**config.mk**
```make
export PLATFORM = sky130hd
export DESIGN_NAME = addsub_exec_unit
export DESIGN_NICKNAME = d
export VERILOG_FILES = /design/src/rtl/addsub_exec_unit_pkg.sv /design/src/rtl/addsub_alu16.sv /design/src/rtl/addsub_exec_unit.sv
export SDC_FILE = /design/constraint.sdc
export NUM_CORES = 1
export LEC_CHECK = 0
export ABC_AREA = 0
export CORE_MARGIN = 3
export CORE_UTILIZATION = 40
export DETAILED_ROUTE_END_ITERATION = 8
export PLACE_DENSITY_LB_ADDON = 0.2
export SLEW_MARGIN = 10
export SYNTH_ARGS = -nofsm -noshare
export SYNTH_HDL_FRONTEND = slang
export SYNTH_SLANG_ARGS = --single-unit
export TNS_END_PERCENT = 100
```
**constraint.sdc**
```tcl
create_clock -name CLK -period 3.52 [get_ports CLK]
set_input_delay 0.704 -clock CLK [delete_from_list [all_inputs] [get_ports CLK]]
set_output_delay 0.704 -clock CLK [all_outputs]
set_load 0.01 [all_outputs]
```
**src/rtl/addsub_exec_unit_pkg.sv**
```systemverilog
// -----------------------------------------------------------------------------
// addsub_exec_unit_pkg
// Shared definitions for the add/sub execution unit: opcodes, CDB field
// layout, the idle CDB tag and the FSM state encoding.
// -----------------------------------------------------------------------------
package addsub_exec_unit_pkg;

    // Opcodes carried in OP_Rd[2:0]; anything other than OP_SUB adds.
    localparam logic [2:0] OP_ADD = 3'b000;
    localparam logic [2:0] OP_SUB = 3'b001;

    // CDB word layout: {tag[3:0], data[15:0]}.
    localparam int TAG_MSB  = 19;
    localparam int TAG_LSB  = 16;
    localparam int DATA_MSB = 15;

    // Tag 0 means "no dependency" in the stations, so the idle bus carries
    // a reserved non-zero tag instead.
    localparam logic [3:0] IDLE_TAG_DEFAULT = 4'hF;

    typedef enum logic [1:0] {
        ST_IDLE  = 2'b00,
        ST_EXEC  = 2'b01,
        ST_REQ   = 2'b10,
        ST_BCAST = 2'b11
    } state_e;

    // Assemble a CDB word from its tag and data fields.
    function automatic logic [TAG_MSB:0] pack_cdb(
        input logic [TAG_MSB-TAG_LSB:0] tag,
        input logic [DATA_MSB:0]        data
    );
        return {tag, data};
    endfunction

endpackage

```
**src/rtl/addsub_alu16.sv**
```systemverilog
// -----------------------------------------------------------------------------
// addsub_alu16
// Combinational 16-bit modular adder/subtractor. No carry or overflow is
// produced; results wrap around.
//   a_i   in  16  operand A
//   b_i   in  16  operand B
//   sub_i in  1   1: y = a - b, 0: y = a + b
//   y_o   out 16  result
// -----------------------------------------------------------------------------
module addsub_alu16
    import addsub_exec_unit_pkg::*;
(
    input  logic [DATA_MSB:0] a_i,
    input  logic [DATA_MSB:0] b_i,
    input  logic              sub_i,
    output logic [DATA_MSB:0] y_o
);

    // Select between sum and difference; widths match so the result wraps.
    always_comb begin
        y_o = 16'h0000;
        if (sub_i) begin
            y_o = a_i - b_i;
        end else begin
            y_o = a_i + b_i;
        end
    end

endmodule

```
**src/rtl/addsub_exec_unit.sv**
```systemverilog
// -----------------------------------------------------------------------------
// addsub_exec_unit
// Add/sub execution unit behind an add/sub reservation station. Accepts a
// dispatched instruction, computes over LAT cycles, requests the CDB and,
// once granted, broadcasts {tag, result} for one cycle together with the
// confirma pulse and the register-file write strobe.
//
// Ports
//   CLK            in   1   clock, rising edge
//   CLR            in   1   asynchronous active-high reset
//   despacho       in   1   station has operands ready (level)
//   Valor1/Valor2  in   16  operands A / B
//   OP_Rd          in   6   [5:3] Rd, [2:0] opcode
//   ID_in          in   4   issuing station tag (1..14)
//   clockInstr_in  in   10  program line of the instruction
//   cdb_grant      in   1   arbiter grant, honoured only while requesting
//   busy           out  1   unit holds an instruction
//   cdb_req        out  1   CDB request
//   CDB            out  20  [19:16] tag, [15:0] data
//   confirma       out  1   one-cycle completion pulse
//   wb_en          out  1   register-file write strobe
//   wb_rd          out  3   destination register
//   clockInstr_out out  10  program line of the broadcast instruction
//
// Parameters
//   LAT      execute cycles from accept to result ready (1..7)
//   IDLE_TAG tag shown on the CDB while not broadcasting
// -----------------------------------------------------------------------------
module addsub_exec_unit
    import addsub_exec_unit_pkg::*;
#(
    parameter int unsigned LAT      = 2,
    parameter logic [3:0]  IDLE_TAG = IDLE_TAG_DEFAULT
)(
    input  logic              CLK,
    input  logic              CLR,
    input  logic              despacho,
    input  logic [DATA_MSB:0] Valor1,
    input  logic [DATA_MSB:0] Valor2,
    input  logic [5:0]        OP_Rd,
    input  logic [3:0]        ID_in,
    input  logic [9:0]        clockInstr_in,
    input  logic              cdb_grant,
    output logic              busy,
    output logic              cdb_req,
    output logic [TAG_MSB:0]  CDB,
    output logic              confirma,
    output logic              wb_en,
    output logic [2:0]        wb_rd,
    output logic [9:0]        clockInstr_out
);

    // The counter starts at LAT-1 so that REQ is entered exactly LAT edges
    // after the accepting edge.
    localparam logic [2:0] CNT_INIT = 3'(LAT - 1);

    state_e            state_q;
    logic [DATA_MSB:0] a_q;
    logic [DATA_MSB:0] b_q;
    logic [2:0]        op_q;
    logic [2:0]        rd_q;
    logic [3:0]        tag_q;
    logic [9:0]        line_q;
    logic [2:0]        cnt_q;
    logic [DATA_MSB:0] result_q;
    logic              armed_q;

    logic              busy_q;
    logic              req_q;
    logic [TAG_MSB:0]  cdb_q;
    logic              conf_q;
    logic              wb_en_q;
    logic [2:0]        wb_rd_q;
    logic [9:0]        line_out_q;

    logic              sub_s;
    logic [DATA_MSB:0] alu_y_s;

    assign sub_s = (op_q == OP_SUB);

    addsub_alu16 u_alu (
        .a_i   (a_q),
        .b_i   (b_q),
        .sub_i (sub_s),
        .y_o   (alu_y_s)
    );

    // Control FSM with all outputs registered.
    always_ff @(posedge CLK or posedge CLR) begin
        if (CLR) begin
            state_q    <= ST_IDLE;
            a_q        <= 16'h0000;
            b_q        <= 16'h0000;
            op_q       <= 3'd0;
            rd_q       <= 3'd0;
            tag_q      <= 4'd0;
            line_q     <= 10'd0;
            cnt_q      <= 3'd0;
            result_q   <= 16'h0000;
            armed_q    <= 1'b1;
            busy_q     <= 1'b0;
            req_q      <= 1'b0;
            cdb_q      <= pack_cdb(IDLE_TAG, 16'h0000);
            conf_q     <= 1'b0;
            wb_en_q    <= 1'b0;
            wb_rd_q    <= 3'd0;
            line_out_q <= 10'd0;
        end else begin
            case (state_q)
                ST_IDLE: begin
                    // armed_q only re-arms after despacho has been seen low,
                    // so a station still holding despacho from the previous
                    // instruction cannot trigger a second execution.
                    if (despacho && armed_q) begin
                        a_q     <= Valor1;
                        b_q     <= Valor2;
                        op_q    <= OP_Rd[2:0];
                        rd_q    <= OP_Rd[5:3];
                        tag_q   <= ID_in;
                        line_q  <= clockInstr_in;
                        cnt_q   <= CNT_INIT;
                        busy_q  <= 1'b1;
                        armed_q <= 1'b0;
                        state_q <= ST_EXEC;
                    end else if (!despacho) begin
                        armed_q <= 1'b1;
                    end else begin
                        armed_q <= armed_q;
                    end
                end
                ST_EXEC: begin
                    if (cnt_q == 3'd0) begin
                        result_q <= alu_y_s;
                        req_q    <= 1'b1;
                        state_q  <= ST_REQ;
                    end else begin
                        cnt_q <= cnt_q - 3'd1;
                    end
                end
                ST_REQ: begin
                    // result_q stays untouched here, so a withheld grant
                    // simply stalls with a stable result.
                    if (cdb_grant) begin
                        cdb_q      <= pack_cdb(tag_q, result_q);
                        conf_q     <= 1'b1;
                        wb_en_q    <= 1'b1;
                        wb_rd_q    <= rd_q;
                        line_out_q <= line_q;
                        req_q      <= 1'b0;
                        state_q    <= ST_BCAST;
                    end else begin
                        req_q <= 1'b1;
                    end
                end
                ST_BCAST: begin
                    cdb_q   <= pack_cdb(IDLE_TAG, 16'h0000);
                    conf_q  <= 1'b0;
                    wb_en_q <= 1'b0;
                    busy_q  <= 1'b0;
                    state_q <= ST_IDLE;
                end
                default: begin
                    state_q <= ST_IDLE;
                    busy_q  <= 1'b0;
                    req_q   <= 1'b0;
                    conf_q  <= 1'b0;
                    wb_en_q <= 1'b0;
                    cdb_q   <= pack_cdb(IDLE_TAG, 16'h0000);
                end
            endcase
        end
    end

    assign busy           = busy_q;
    assign cdb_req        = req_q;
    assign CDB            = cdb_q;
    assign confirma       = conf_q;
    assign wb_en          = wb_en_q;
    assign wb_rd          = wb_rd_q;
    assign clockInstr_out = line_out_q;

endmodule

```
Word level (Yosys, flattened, before mapping)
Cells that the tools add are included.

word-level totals
  bits in registers = 110
  output and inout bits = 37
  word-level logic and storage cells = 63

cells by class
  add/subtract/negate cells = 3
  equal/unequal tests = 9
  mux-type cells = 19
  reduce and logical (&&, ||, !) cells = 16

operators with widths
  cell                   number
  $pmux W20 S2           1
  $mux W20               1
  $add A16 B16 Y16       1
  $mux W16               1
  $sub A16 B16 Y16       1
  $reduce_and A2 Y1      7
  $ne A2 B2 Y1 const B   4
  $pmux W2 S4            1
  $reduce_bool A2 Y1     4
  $mux W1                6
  $mux W2                3
  $mux W3                2
  $pmux W1 S2            3
  $pmux W3 S2            1
  $reduce_and A3 Y1      2
  $eq A2 B2 Y1 const B   2
  $eq A3 B1 Y1 const B   1
  $logic_not A3 Y1       1
  $sub A3 B1 Y3 const B  1
  $eq A2 B1 Y1 const B   1
  $logic_not A2 Y1       1
  $ne A2 B1 Y1 const B   1
  $logic_and A1 B1 Y1    1

Logic depth before layout (Yosys ltp)
  word-level depth = 3
  mapped depth = 15
  gate-level depth less buffers = 14

Cells and area by module
A second synthesis with hierarchy kept.

unflattened totals
  cells, all modules = 409
  area, all modules = 5,368.9 um2

by module, submodules not included
  module            instances  cells each  area each (um2)
  addsub_exec_unit  1          273         4,379.2
  addsub_alu16      1          136         989.7

Worst setup path before layout
OpenSTA, ideal clock, no wires.

  path kind = register to register
  from = register op_q[1]
  to = register result_q[12]
  setup time = 0.146 ns
  arrival time = 2.646 ns
  data required time = 3.374 ns
  slack = 0.729 ns
  cell stages (with the launch flop) = 11
  buffers on the path = 1
  period minus slack after synthesis = 2.791 ns
  path through = dfrtp_1 -> or3b_2 -> clkbuf_1 -> mux2i_1 -> fa_1 -> a21o_1 -> a31oi_1 -> o21ai_2 -> a21oi_1 -> mux2i_1 -> o311ai_0

between the ends
  word-level cells in the longest chain between the ends = 2

ends and longest elaborated chain
  item                      RTL line                 text
  start: declaration        addsub_exec_unit.sv:60   logic [2:0] op_q;
  start signal: assignment  addsub_exec_unit.sv:117  op_q <= OP_Rd[2:0];
  $eq A3 B1 Y1              addsub_exec_unit.sv:79   assign sub_s = (op_q == OP_SUB);
  $mux W16                  addsub_alu16.sv:22       if (sub_i) begin
  end signal: assignment    addsub_exec_unit.sv:133  result_q <= alu_y_s;
  end: declaration          addsub_exec_unit.sv:65   logic [DATA_MSB:0] result_q;

Every way passes these cells.
A chain may end at the register's enable or synchronous reset.

Final worst setup path
  from = register b_q[0]
  to = register result_q[15]

between the ends
  word-level cells in the longest chain between the ends = 2
  elaborated cells on any way between the ends = 3
  classes of those cells = add/sub: 2; mux: 1

ends and longest elaborated chain
  item                                                  RTL line                                text
  start: declaration                                    addsub_exec_unit.sv:59                  logic [DATA_MSB:0] b_q;
  start signal: assignment                              addsub_exec_unit.sv:116                 b_q <= Valor2;
  $add A16 B16 Y16 or $sub A16 B16 Y16 (tied branches)  addsub_alu16.sv:25, addsub_alu16.sv:23
  $mux W16 (*)                                          addsub_alu16.sv:22

Mark *: on every way between the ends. The rest lies on a longest branch, timed or not.

==> metrics.txt <==
status finished, final reports clean; layout cells sized above 1 20.2%; Max Freq 329 MHz; CTS Hold Buffers Added 0; Hold Vio Cnt, Final 0; worst r2r path cells 14; Avg WL per Cell 14.9 µm; largest family of logic cells by synthesized area multiplexers; Setup Fix Bufs, Post-CTS 0; number of port buffers 92; Post-Syn Area 5330 µm²; Placed Area 6440 µm²; crit path launch type flip-flop; sequential area share after synthesis 51.8%; 1st-iter DRT viols 189; Yosys top cell area share 49.3%; r2r setup slk 480 ps; Diodes inserted 0; CTS tree built; crit path time final 3040 ps; count leader, synth dfrtp_1; Synth Area in XOR/XNOR 4.44%; worst hold path cell count 2; Initial Util 41.5%; clk sinks 110; Max Cap Viol 0; routed via count 3571; final-report setup violation count 0; Final Cycle Share 86.5%; Gate Count Post-Synth 443; Die Ht 121 µm; Num CTS Buffers 9; antenna violations before repair 0; WS Path Type flip-flop to flip-flop; Hold Path End result_q[6]$_DFFE_PP0P_; Slew @ Worst Pin 1170 ps; GR Overflow Total 0; vias in the first global route 3621; DP HPWL 7.90 mm; Critical Path Max Stage Delay 420 ps; worst skew pair latency 350 ps; CP Cell Sequence inv_1 -> ha_1 -> nand3b_1 -> or2_4 -> o41ai_4 -> nand2_1 -> xnor2_1 -> ha_1 -> nand4_1 -> a2111oi_0 -> o21ai_1 -> nand3_1 -> xnor2_1 -> o21ai_1; adder-cell share of the synthesized area 5.55%; Synth cell types 48; P&R area growth vs syn 27.1%; Peak VDD IR 0.000356 V; Detail Route Antenna Nets 0; power per cell area 1080 nW/µm²; core area 12800 µm²; Post-Synth Simple-Gate Area 7.28%; drt drc 0; top_reg_cell synth dfrtp_1; Commonest cells post-synth 105 x dfrtp_1, 66 x mux2_2, 27 x nand2_1, 22 x ha_1, 22 x o21ai_0; max-slew violations 0; critical-path maximum fanout 9; CP arrival 3240 ps; Mapped Nets 522; Die Span X 121 µm; Rel. slew slack 21.7%; boundary pin count 93; largest net degree at the start of global routing 57; Setup TNS 0 ps; clock-pin slew on the worst setup and hold paths 70 ps; CP max-delay cell dfrtp_1; Worst Skew 5.54 ps; FF+latch count, synth 110; drt first pass iters 4; mux cell area share after synthesis 14.7%; leading area contributor after synthesis dfrtp_1; CP Capture Type flip-flop; final WL 10.5 mm; Mapped Avg Cell Area 12.0 µm²; leak pwr 2.95 nW; RSZ-0062 raised after global routing no; largest cells by area after synthesis dfrtp_1 49%, mux2_2 14%, ha_1 5.2%, a22o_1 3.0%, dfstp_2 2.5%; post-CTS resize count 0; post-synthesis compound-gate area fraction 13.3%; FP Rows 41; clock buffer depth 2; Synth warnings 0; Reg-to-Reg End result_q[15]$_DFFE_PP0P_; routability cong. 0.871; CTS root buf clkbuf_16; fin area 6770 µm²; Avg Vias per Cell 5.05; Worst Hold Class flip-flop to flip-flop; Post-synth EDFFs 0; H-tree depth 3; first-pass GRT wire length 17.8 mm; fraction of registers with async set/reset 100%; hold path startpoint result_q[6]$_DFFE_PP0P_; die area 14700 µm²; RR Startpoint b_q[0]$_DFFE_PP0P_; Worst Path Required 3720 ps; GRT Total Usage 15.1%; final-stage net count 609
==> critical path: cells and delay by family (launching register included) <==
family,cells,cell delay [ps]
XOR/XNOR,2,270
flip-flops,1,420
AO/OA/AOI/OAI,4,810
buffers and inverters,1,70
adder cells (fa/ha/maj),2,600
AND/OR/NAND/NOR,5,740
==> placed cells by master (no fill, tap or decap), types with 2 or more instances in the layout <==
cell type,count
dfstp_2,5
a21o_1,10
nor2b_1,3
and3_1,3
bufinv_16,2
buf_4,3
dfrtp_1,105
a22o_1,18
xor2_1,12
mux2_2,66
inv_1,15
clkinvlp_4,3
nand2_1,27
nor3_1,3
xnor2_1,15
buf_12,2
nor2_1,18
clkdlybuf4s50_1,92
nor3b_1,2
clkbuf_16,9
inv_6,2
a31oi_1,3
nand3_1,7
mux2i_1,4
ha_1,22
nand2b_1,4
nor3_2,2
a21oi_1,20
o311ai_2,2
o21ai_2,2
o21ai_0,22
o22ai_1,2
o21ai_1,6
o32a_1,4
==> flip-flops by register name, summed over array words and instances (netlist names), 2 cells and up <==
signal          count
wb_rd               3
line_q             10
cnt_q               3
b_q                16
CDB                20
tag_q               4
result_q           16
clockInstr_out     10
op_q                3
a_q                16
rd_q                3
state_q             2
==> logic make-up (layout without fill, tap and decap cells) <==
family,after synthesis,after routing
xor+xnor,27,27
fa+ha+maj,23,23
simple gates,77,77
flops,110,110
buf+inv,37,129
compound gates,99,99
mux,70,70
==> power by group <==
group | switching, W | internal [W]
Sequential | 0.000425 | 0.00187
Clock | 0.000473 | 0.000633
Combinational | 0.00195 | 0.00197
Total | 0.00285 | 0.00448
==> how the worst max path moves through the flow <==
stage                             start                  endpoint  slack, ps  depth (start not counted)
CTS                  b_q[0]$_DFFE_PP0P_  result_q[15]$_DFFE_PP0P_        460                         14
detailed placement   b_q[0]$_DFFE_PP0P_  result_q[15]$_DFFE_PP0P_        460                         14
global route         b_q[0]$_DFFE_PP0P_  result_q[15]$_DFFE_PP0P_        190                         14
global placement     b_q[0]$_DFFE_PP0P_  result_q[15]$_DFFE_PP0P_        550                         14
floorplan           op_q[1]$_DFFE_PP0P_  result_q[12]$_DFFE_PP0P_        730                         10
finish               b_q[0]$_DFFE_PP0P_  result_q[15]$_DFFE_PP0P_        480                         14
==> final cells by class <==
cell class | instances | area, µm²
tap | 172 | 215
clock buffer | 9 | 225
timing repair buffer | 97 | 983
sequential | 110 | 2760
inverter | 16 | 63.8
fill | 1144 | 6060
clock inverter | 7 | 104
multi-input combinational | 296 | 2420
==> layer usage <==
layer,vias to the layer above,GRT usage [%],wire [µm]
met4,0,6.51,209
met5,-,0,0
met1,1738,20.8,5070
met2,61,23.3,4910
met3,13,2.80,352
li1,1759,-,-
==> per-stage QoR <==
step	setup WS [ps]	total power [W]	hold slack (ps)	utilization, %	std cells
floorplan	729	0.00516	451	-	443
global placement	554	0.00617	468	50.2	691
detailed placement	464	0.00627	472	50.2	691
CTS	459	0.00741	490	52.8	707
global route	187	0.00794	511	52.8	707
finish	477	0.00733	484	52.8	707
Power figures use the tool's default switching activity.
